===== config.mk =====
export PLATFORM = sky130hd
export DESIGN_NAME = dram_arbiter
export DESIGN_NICKNAME = d
export VERILOG_FILES = /design/src/rtl/dram_arbiter_pkg.sv /design/src/rtl/dram_arbiter_rr_picker.sv /design/src/rtl/dram_arbiter.sv
export SDC_FILE = /design/constraint.sdc
export NUM_CORES = 1
export LEC_CHECK = 0
export ABC_AREA = 1
export CAP_MARGIN = 20
export CELL_PAD_IN_SITES_DETAIL_PLACEMENT = 1
export CELL_PAD_IN_SITES_GLOBAL_PLACEMENT = 1
export CORE_AREA = 2 2 107 109
export CTS_BUF_LIST = sky130_fd_sc_hd__clkbuf_8
export DETAILED_ROUTE_END_ITERATION = 7
export DIE_AREA = 0 0 109 111
export PLACE_DENSITY_LB_ADDON = 0.1
export SLEW_MARGIN = 20
export SYNTH_ARGS = -nofsm -noshare
export SYNTH_HDL_FRONTEND = slang
export SYNTH_SLANG_ARGS = --single-unit

===== constraint.sdc =====
create_clock -name i_clk -period 6.5 [get_ports i_clk]
set_input_delay 1.625 -clock i_clk [delete_from_list [all_inputs] [get_ports i_clk]]
set_output_delay 1.625 -clock i_clk [all_outputs]
set_load 0.01 [all_outputs]

===== src/rtl/dram_arbiter_pkg.sv =====
`default_nettype none
// ============================================================================
// Package  : dram_arbiter_pkg
// Brief    : Shared constants for the DRAM arbiter: FSM state codes and the
//            bit positions inside each core's 2-bit read/write code.
// Revision : 1.0 - initial release
// ============================================================================
package dram_arbiter_pkg;

    // FSM state encoding
    localparam int               c_ST_W      = 2;
    localparam logic [c_ST_W-1:0] c_ST_IDLE   = 2'd0;
    localparam logic [c_ST_W-1:0] c_ST_ACCESS = 2'd1;
    localparam logic [c_ST_W-1:0] c_ST_RESP   = 2'd2;

    // Bit positions inside a core's read or write code
    localparam int c_REQ_BIT  = 0;
    localparam int c_LOCK_BIT = 1;

endpackage
`default_nettype wire


===== src/rtl/dram_arbiter_rr_picker.sv =====
`default_nettype none
// ============================================================================
// Module   : dram_arbiter_rr_picker
// Brief    : Combinational round-robin picker. Returns the first requester at
//            or after the pointer, wrapping modulo NUM_CORES, as a one-hot
//            vector and as an index.
// Revision : 1.0 - initial release
// ============================================================================
module dram_arbiter_rr_picker #(
    parameter int NUM_CORES = 4,
    parameter int IDX_W     = 2
) (
    input  logic [NUM_CORES-1:0] i_req,
    input  logic [IDX_W-1:0]     i_ptr,
    output logic [NUM_CORES-1:0] o_winner_oh,
    output logic [IDX_W-1:0]     o_winner_idx,
    output logic                 o_any
);

    logic [IDX_W-1:0] w_cand;
    logic             w_found;

    // Scan candidates starting at the pointer; the first requester wins
    always_comb begin
        o_winner_oh  = '0;
        o_winner_idx = '0;
        w_found      = 1'b0;
        w_cand       = '0;
        for (int off = 0; off < NUM_CORES; off++) begin
            w_cand = IDX_W'((int'(i_ptr) + off) % NUM_CORES);
            if (!w_found && i_req[w_cand]) begin
                w_found              = 1'b1;
                o_winner_oh[w_cand]  = 1'b1;
                o_winner_idx         = w_cand;
            end
        end
    end

    assign o_any = |i_req;

endmodule
`default_nettype wire


===== src/rtl/dram_arbiter.sv =====
`default_nettype none
// ============================================================================
// Module   : dram_arbiter
// Brief    : Round-robin arbiter sharing one single-port data RAM among
//            NUM_CORES cores. One access per tenure, or a locked burst of up
//            to MAX_LOCK back-to-back accesses by the same core.
// Revision : 1.0 - initial release
// ============================================================================
module dram_arbiter
    import dram_arbiter_pkg::*;
#(
    parameter int NUM_CORES = 4,
    parameter int ADDR_W    = 16,
    parameter int DATA_W    = 8,
    parameter int MAX_LOCK  = 16
) (
    input  logic                        i_clk,
    input  logic                        i_rst,
    input  logic [NUM_CORES*ADDR_W-1:0] i_core_addr,
    input  logic [NUM_CORES*2-1:0]      i_core_read,
    input  logic [NUM_CORES*2-1:0]      i_core_write,
    input  logic [NUM_CORES*DATA_W-1:0] i_core_wdata,
    output logic [NUM_CORES-1:0]        o_core_grant,
    output logic [NUM_CORES-1:0]        o_core_ack,
    output logic [DATA_W-1:0]           o_core_rdata,
    output logic [ADDR_W-1:0]           o_mem_addr,
    output logic                        o_mem_en,
    output logic                        o_mem_we,
    output logic [DATA_W-1:0]           o_mem_wdata,
    input  logic [DATA_W-1:0]           i_mem_rdata,
    output logic                        o_err
);

    localparam int IDX_W  = (NUM_CORES > 1) ? $clog2(NUM_CORES) : 1;
    localparam int LCNT_W = $clog2(MAX_LOCK + 1);
    localparam logic [LCNT_W-1:0] c_LOCK_LAST = LCNT_W'(MAX_LOCK - 1);
    localparam logic [IDX_W-1:0]  c_IDX_LAST  = IDX_W'(NUM_CORES - 1);

    // Per-core decoded request fields
    logic [NUM_CORES-1:0] w_req;
    logic [NUM_CORES-1:0] w_wr;
    logic [NUM_CORES-1:0] w_lock;
    logic [NUM_CORES-1:0] w_both;

    // Picker results
    logic [NUM_CORES-1:0] w_pick_oh;
    logic [IDX_W-1:0]     w_pick_idx;
    logic                 w_pick_any;

    // Fields of the selected core (picker winner in IDLE, owner otherwise)
    logic [IDX_W-1:0]     w_sel_idx;
    logic [ADDR_W-1:0]    w_sel_addr;
    logic [DATA_W-1:0]    w_sel_wdata;
    logic                 w_sel_we;
    logic                 w_sel_lock;
    logic                 w_sel_req;

    logic [c_ST_W-1:0]    r_state;
    logic [c_ST_W-1:0]    w_state_nxt;
    logic                 w_continue;

    logic [IDX_W-1:0]     r_ptr;
    logic [IDX_W-1:0]     r_win_idx;
    logic [NUM_CORES-1:0] r_grant;
    logic [LCNT_W-1:0]    r_lock_cnt;
    logic [ADDR_W-1:0]    r_addr;
    logic                 r_we;
    logic [DATA_W-1:0]    r_wdata;
    logic                 r_err;

    // A write request wins when a core raises both; its lock bit follows it
    generate
        for (genvar k = 0; k < NUM_CORES; k++) begin : g_core
            assign w_wr[k]   = i_core_write[2*k + c_REQ_BIT];
            assign w_req[k]  = i_core_read[2*k + c_REQ_BIT] | w_wr[k];
            assign w_both[k] = i_core_read[2*k + c_REQ_BIT] & w_wr[k];
            assign w_lock[k] = w_wr[k] ? i_core_write[2*k + c_LOCK_BIT]
                                       : i_core_read[2*k + c_LOCK_BIT];
        end
    endgenerate

    dram_arbiter_rr_picker #(
        .NUM_CORES (NUM_CORES),
        .IDX_W     (IDX_W)
    ) u_picker (
        .i_req        (w_req),
        .i_ptr        (r_ptr),
        .o_winner_oh  (w_pick_oh),
        .o_winner_idx (w_pick_idx),
        .o_any        (w_pick_any)
    );

    assign w_sel_idx = (r_state == c_ST_IDLE) ? w_pick_idx : r_win_idx;

    // Select the addressed core's fields
    always_comb begin
        w_sel_addr  = '0;
        w_sel_wdata = '0;
        w_sel_we    = 1'b0;
        w_sel_lock  = 1'b0;
        w_sel_req   = 1'b0;
        for (int k = 0; k < NUM_CORES; k++) begin
            if (w_sel_idx == IDX_W'(k)) begin
                w_sel_addr  = i_core_addr[k*ADDR_W +: ADDR_W];
                w_sel_wdata = i_core_wdata[k*DATA_W +: DATA_W];
                w_sel_we    = w_wr[k];
                w_sel_lock  = w_lock[k];
                w_sel_req   = w_req[k];
            end
        end
    end

    // Burst continues while the owner still requests locked and has budget left
    assign w_continue = (r_state == c_ST_RESP) && w_sel_req && w_sel_lock &&
                        (r_lock_cnt < c_LOCK_LAST);

    // Next-state decode
    always_comb begin
        w_state_nxt = c_ST_IDLE;
        case (r_state)
            c_ST_IDLE:   w_state_nxt = w_pick_any ? c_ST_ACCESS : c_ST_IDLE;
            c_ST_ACCESS: w_state_nxt = c_ST_RESP;
            c_ST_RESP:   w_state_nxt = w_continue ? c_ST_ACCESS : c_ST_IDLE;
            default:     w_state_nxt = c_ST_IDLE;
        endcase
    end

    // State register
    always_ff @(posedge i_clk or posedge i_rst) begin
        if (i_rst) r_state <= c_ST_IDLE;
        else       r_state <= w_state_nxt;
    end

    // Tenure bookkeeping: latch the access, track burst length, advance pointer
    always_ff @(posedge i_clk or posedge i_rst) begin
        if (i_rst) begin
            r_ptr      <= '0;
            r_win_idx  <= '0;
            r_grant    <= '0;
            r_lock_cnt <= '0;
            r_addr     <= '0;
            r_we       <= 1'b0;
            r_wdata    <= '0;
            r_err      <= 1'b0;
        end else begin
            r_err <= r_err | (|w_both);
            case (r_state)
                c_ST_IDLE: begin
                    if (w_pick_any) begin
                        r_win_idx  <= w_pick_idx;
                        r_grant    <= w_pick_oh;
                        r_lock_cnt <= '0;
                        r_addr     <= w_sel_addr;
                        r_we       <= w_sel_we;
                        r_wdata    <= w_sel_wdata;
                    end
                end
                c_ST_RESP: begin
                    if (w_continue) begin
                        r_lock_cnt <= r_lock_cnt + LCNT_W'(1);
                        r_addr     <= w_sel_addr;
                        r_we       <= w_sel_we;
                        r_wdata    <= w_sel_wdata;
                    end else begin
                        r_ptr      <= (r_win_idx == c_IDX_LAST) ? '0 : r_win_idx + IDX_W'(1);
                        r_lock_cnt <= '0;
                        r_grant    <= '0;
                    end
                end
                default: ;
            endcase
        end
    end

    // Enable and ack decode straight from state so a reset drops them at once
    assign o_mem_en     = (r_state == c_ST_ACCESS);
    assign o_mem_we     = r_we;
    assign o_mem_addr   = r_addr;
    assign o_mem_wdata  = r_wdata;
    assign o_core_grant = r_grant;
    assign o_core_ack   = (r_state == c_ST_RESP) ? r_grant : '0;
    assign o_core_rdata = (r_state == c_ST_RESP) ? i_mem_rdata : '0;
    assign o_err        = r_err;

endmodule
`default_nettype wire

==> metrics <==
outcome complete, no violations; FP Rows 39; Sink Count 41; number of routed nets with antenna violations 0; grt ovf 0; Synth Area in Compound Gates 4.88%; antenna cells 0; Setup crit start kind input port; DR vias 3604; CTS clk-pin slew, worst paths 0.08 ns; commonest non-fill, non-tap cells in the layout nand2_1, clkdlybuf4s50_1, dfrtp_1, inv_1, nand3_1; total CTS buffers 5; input/output buffers 164; # H-tree levels 2; mean post-synth cell area 6.94 sq um; Starting Density 29.1%; first-pass GRT wire length 19.3 mm; Simple-Gate Fraction of Synth Area 50.2%; final hold violations 0; total power density per cell area 468 nW/um^2; CP Capture Type primary output; CTS Hold Bufs 0; drt pass-1 iters 4; total global-route track usage 19.9%; critical path class input port to primary output; Die W 109 um; RSZ-0062 raised after global routing no; Post-CTS Setup Bufs 0; data arrival time of the critical path 2.77 ns; Fin Hold WS 0.506 ns; CTS tree built; antenna violations before repair 0; largest family of logic cells by synthesized area simple AND/OR/NAND/NOR gates; Design Power 0.00236 W; DRC 0; Cells after Synth 465; largest net degree at the start of global routing 42; xor/xnor share of the synthesized area 0.271%; period utilization 67.6%; Clock Latency Late Sink 0.30 ns; max_cap viols 0; post-synthesis cell type count 30; flops & latches, synth 41; worst hold path type flip-flop to flip-flop; setup TNS 0 ns; num ports 165; post-CTS sizing 0; clock period minus worst slack 4.39 ns; Clock Skew 0.00645 ns; die area 12100 sq um; critical path required time 4.88 ns; fillers 1415; adder-cell share of the synthesized area 3.88%; sequential share of the synthesized area 31.8%; final setup violating endpoints 0; commonest non-fill, non-tap cell in the layout nand2_1; Synth Cell Area 3230 sq um; Worst slew margin 40.6%; IR drop worst, VDD 0.246 mV; final wirelength 11.4 mm; area of the core 11100 sq um; Starting DRT DRC Count 96; Area growth, synth to finish 56.2%; Pleak 2.30 nW; crit path max fanout 1; mux contribution to synthesized area 0%; YS warnings 0; Max Slew Vio Count 0; Cell Count, Final, Fillers Out 763; Root Driver clkbuf_8; share of cells above drive strength 1 10.6%; clk buf depth 2; Detail Placement HPWL 8.83 mm; Routed WL per cell 14.9 um; Placed Instances 755; slew at the pin with the worst max-slew slack 0.890 ns; nets@finish 751; final core occ 45.5%; GPL Wtd Cong 0.818; Die Y 111 um; via/cell ratio 4.72; number of global-route vias before repair 4017; Post-Syn Nets 597; Max Clk Rate 228 MHz
==> sequential cells by signal, summed over array words and instances (netlist names) <==
| name | count |
|---|---|
| r_ptr | 2 |
| o_mem_wdata | 8 |
| o_err | 1 |
| o_mem_we | 1 |
| r_lock_cnt | 5 |
| o_mem_addr | 16 |
| r_state | 2 |
| r_win_idx | 2 |
| o_core_grant | 4 |
==> per-layer routing <==
layer  GRT usage [%]  share of wire, %
met5               0                 0
met3            6.17               7.3
met4            4.87               1.6
met2            36.3                52
met1            22.0                39
==> through the flow <==
step	area (sq um)	setup WS, ns
6_report	5040	2.11
5_1_grt	5040	1.86
4_1_cts	5030	2.10
3_5_place_dp	4910	1.83
3_3_place_gp	4910	1.97
2_1_floorplan	3230	3.06
==> power breakdown <==
group	switching, W	total (W)	internal (W)
registers	0.0000914	0.000462	0.000371
logic	0.00104	0.00168	0.000641
clock network	0.0000941	0.000218	0.000124
==> cells by family (layout without fill, tap and decap cells) <==
kind of cell | Yosys count | after routing
AND/OR/NAND/NOR | 333 | 333
buffers and inverters | 56 | 211
flip-flops | 41 | 41
AO/OA/AOI/OAI | 24 | 24
adder cells (fa/ha/maj) | 10 | 10
XOR/XNOR | 1 | 1
==> final timing paths <==
path                            startpoint  slack (ns)  depth (start not counted)         endpoint
setup / recovery            i_mem_rdata[6]        2.11                          4  o_core_rdata[6]
hold / removal             o_core_grant[3]        0.51                          2  o_core_grant[3]
setup reg to reg                  r_ptr[0]        3.10                         18    o_mem_addr[5]
hold reg to reg            o_core_grant[3]        0.51                          2  o_core_grant[3]
max in group asynchronous            i_rst        4.09                          2   o_mem_addr[13]
min in group asynchronous            i_rst        1.86                          2    o_mem_addr[2]
==> synthesized netlist by cell type <==
cell      count  area share [%]
a21boi_1      1            0.23
a21oi_1       6            0.93
a221oi_1      1            0.27
a22oi_1       1            0.23
buf_12        2             1.2
buf_2        10             1.6
buf_4         2            0.46
buf_6         2            0.70
buf_8         1            0.46
clkbuf_1      1            0.12
clkinv_1      1            0.12
dfrtp_1      41              32
ha_1         10             3.9
inv_1        33             3.8
inv_2         3            0.35
inv_4         1            0.19
nand2_1     203              24
nand2_2      11             2.1
nand2_4       3             1.0
nand3_1      27             4.2
nand3_2      25             7.8
nand4_1      26             5.0
nor2_1       24             2.8
nor2_2        7             1.4
nor2_4        6             2.1
nor3_1        1            0.15
o21ai_0      10             1.6
o21bai_4      1            0.58
o221ai_1      4             1.1
xnor2_1       1            0.27
==> cell type report <==
class                   count  area (sq um)  area share (%)
multi-input cells         368          1930            38.2
repair buffers            165          1650            32.7
well taps                 143           179            3.55
inverters                  38           145            2.88
clock inverters             2          33.8           0.670
clock buffers               6          82.6            1.64
flip-flops and latches     41          1030            20.4
==> critical path, cell delays in order <==
cell             delay, ns
clkdlybuf4s50_1       0.46
inv_1                 0.04
nor2_1                0.09
clkdlybuf4s50_1       0.57
No activity file was read; power rests on OpenSTA's default activity.
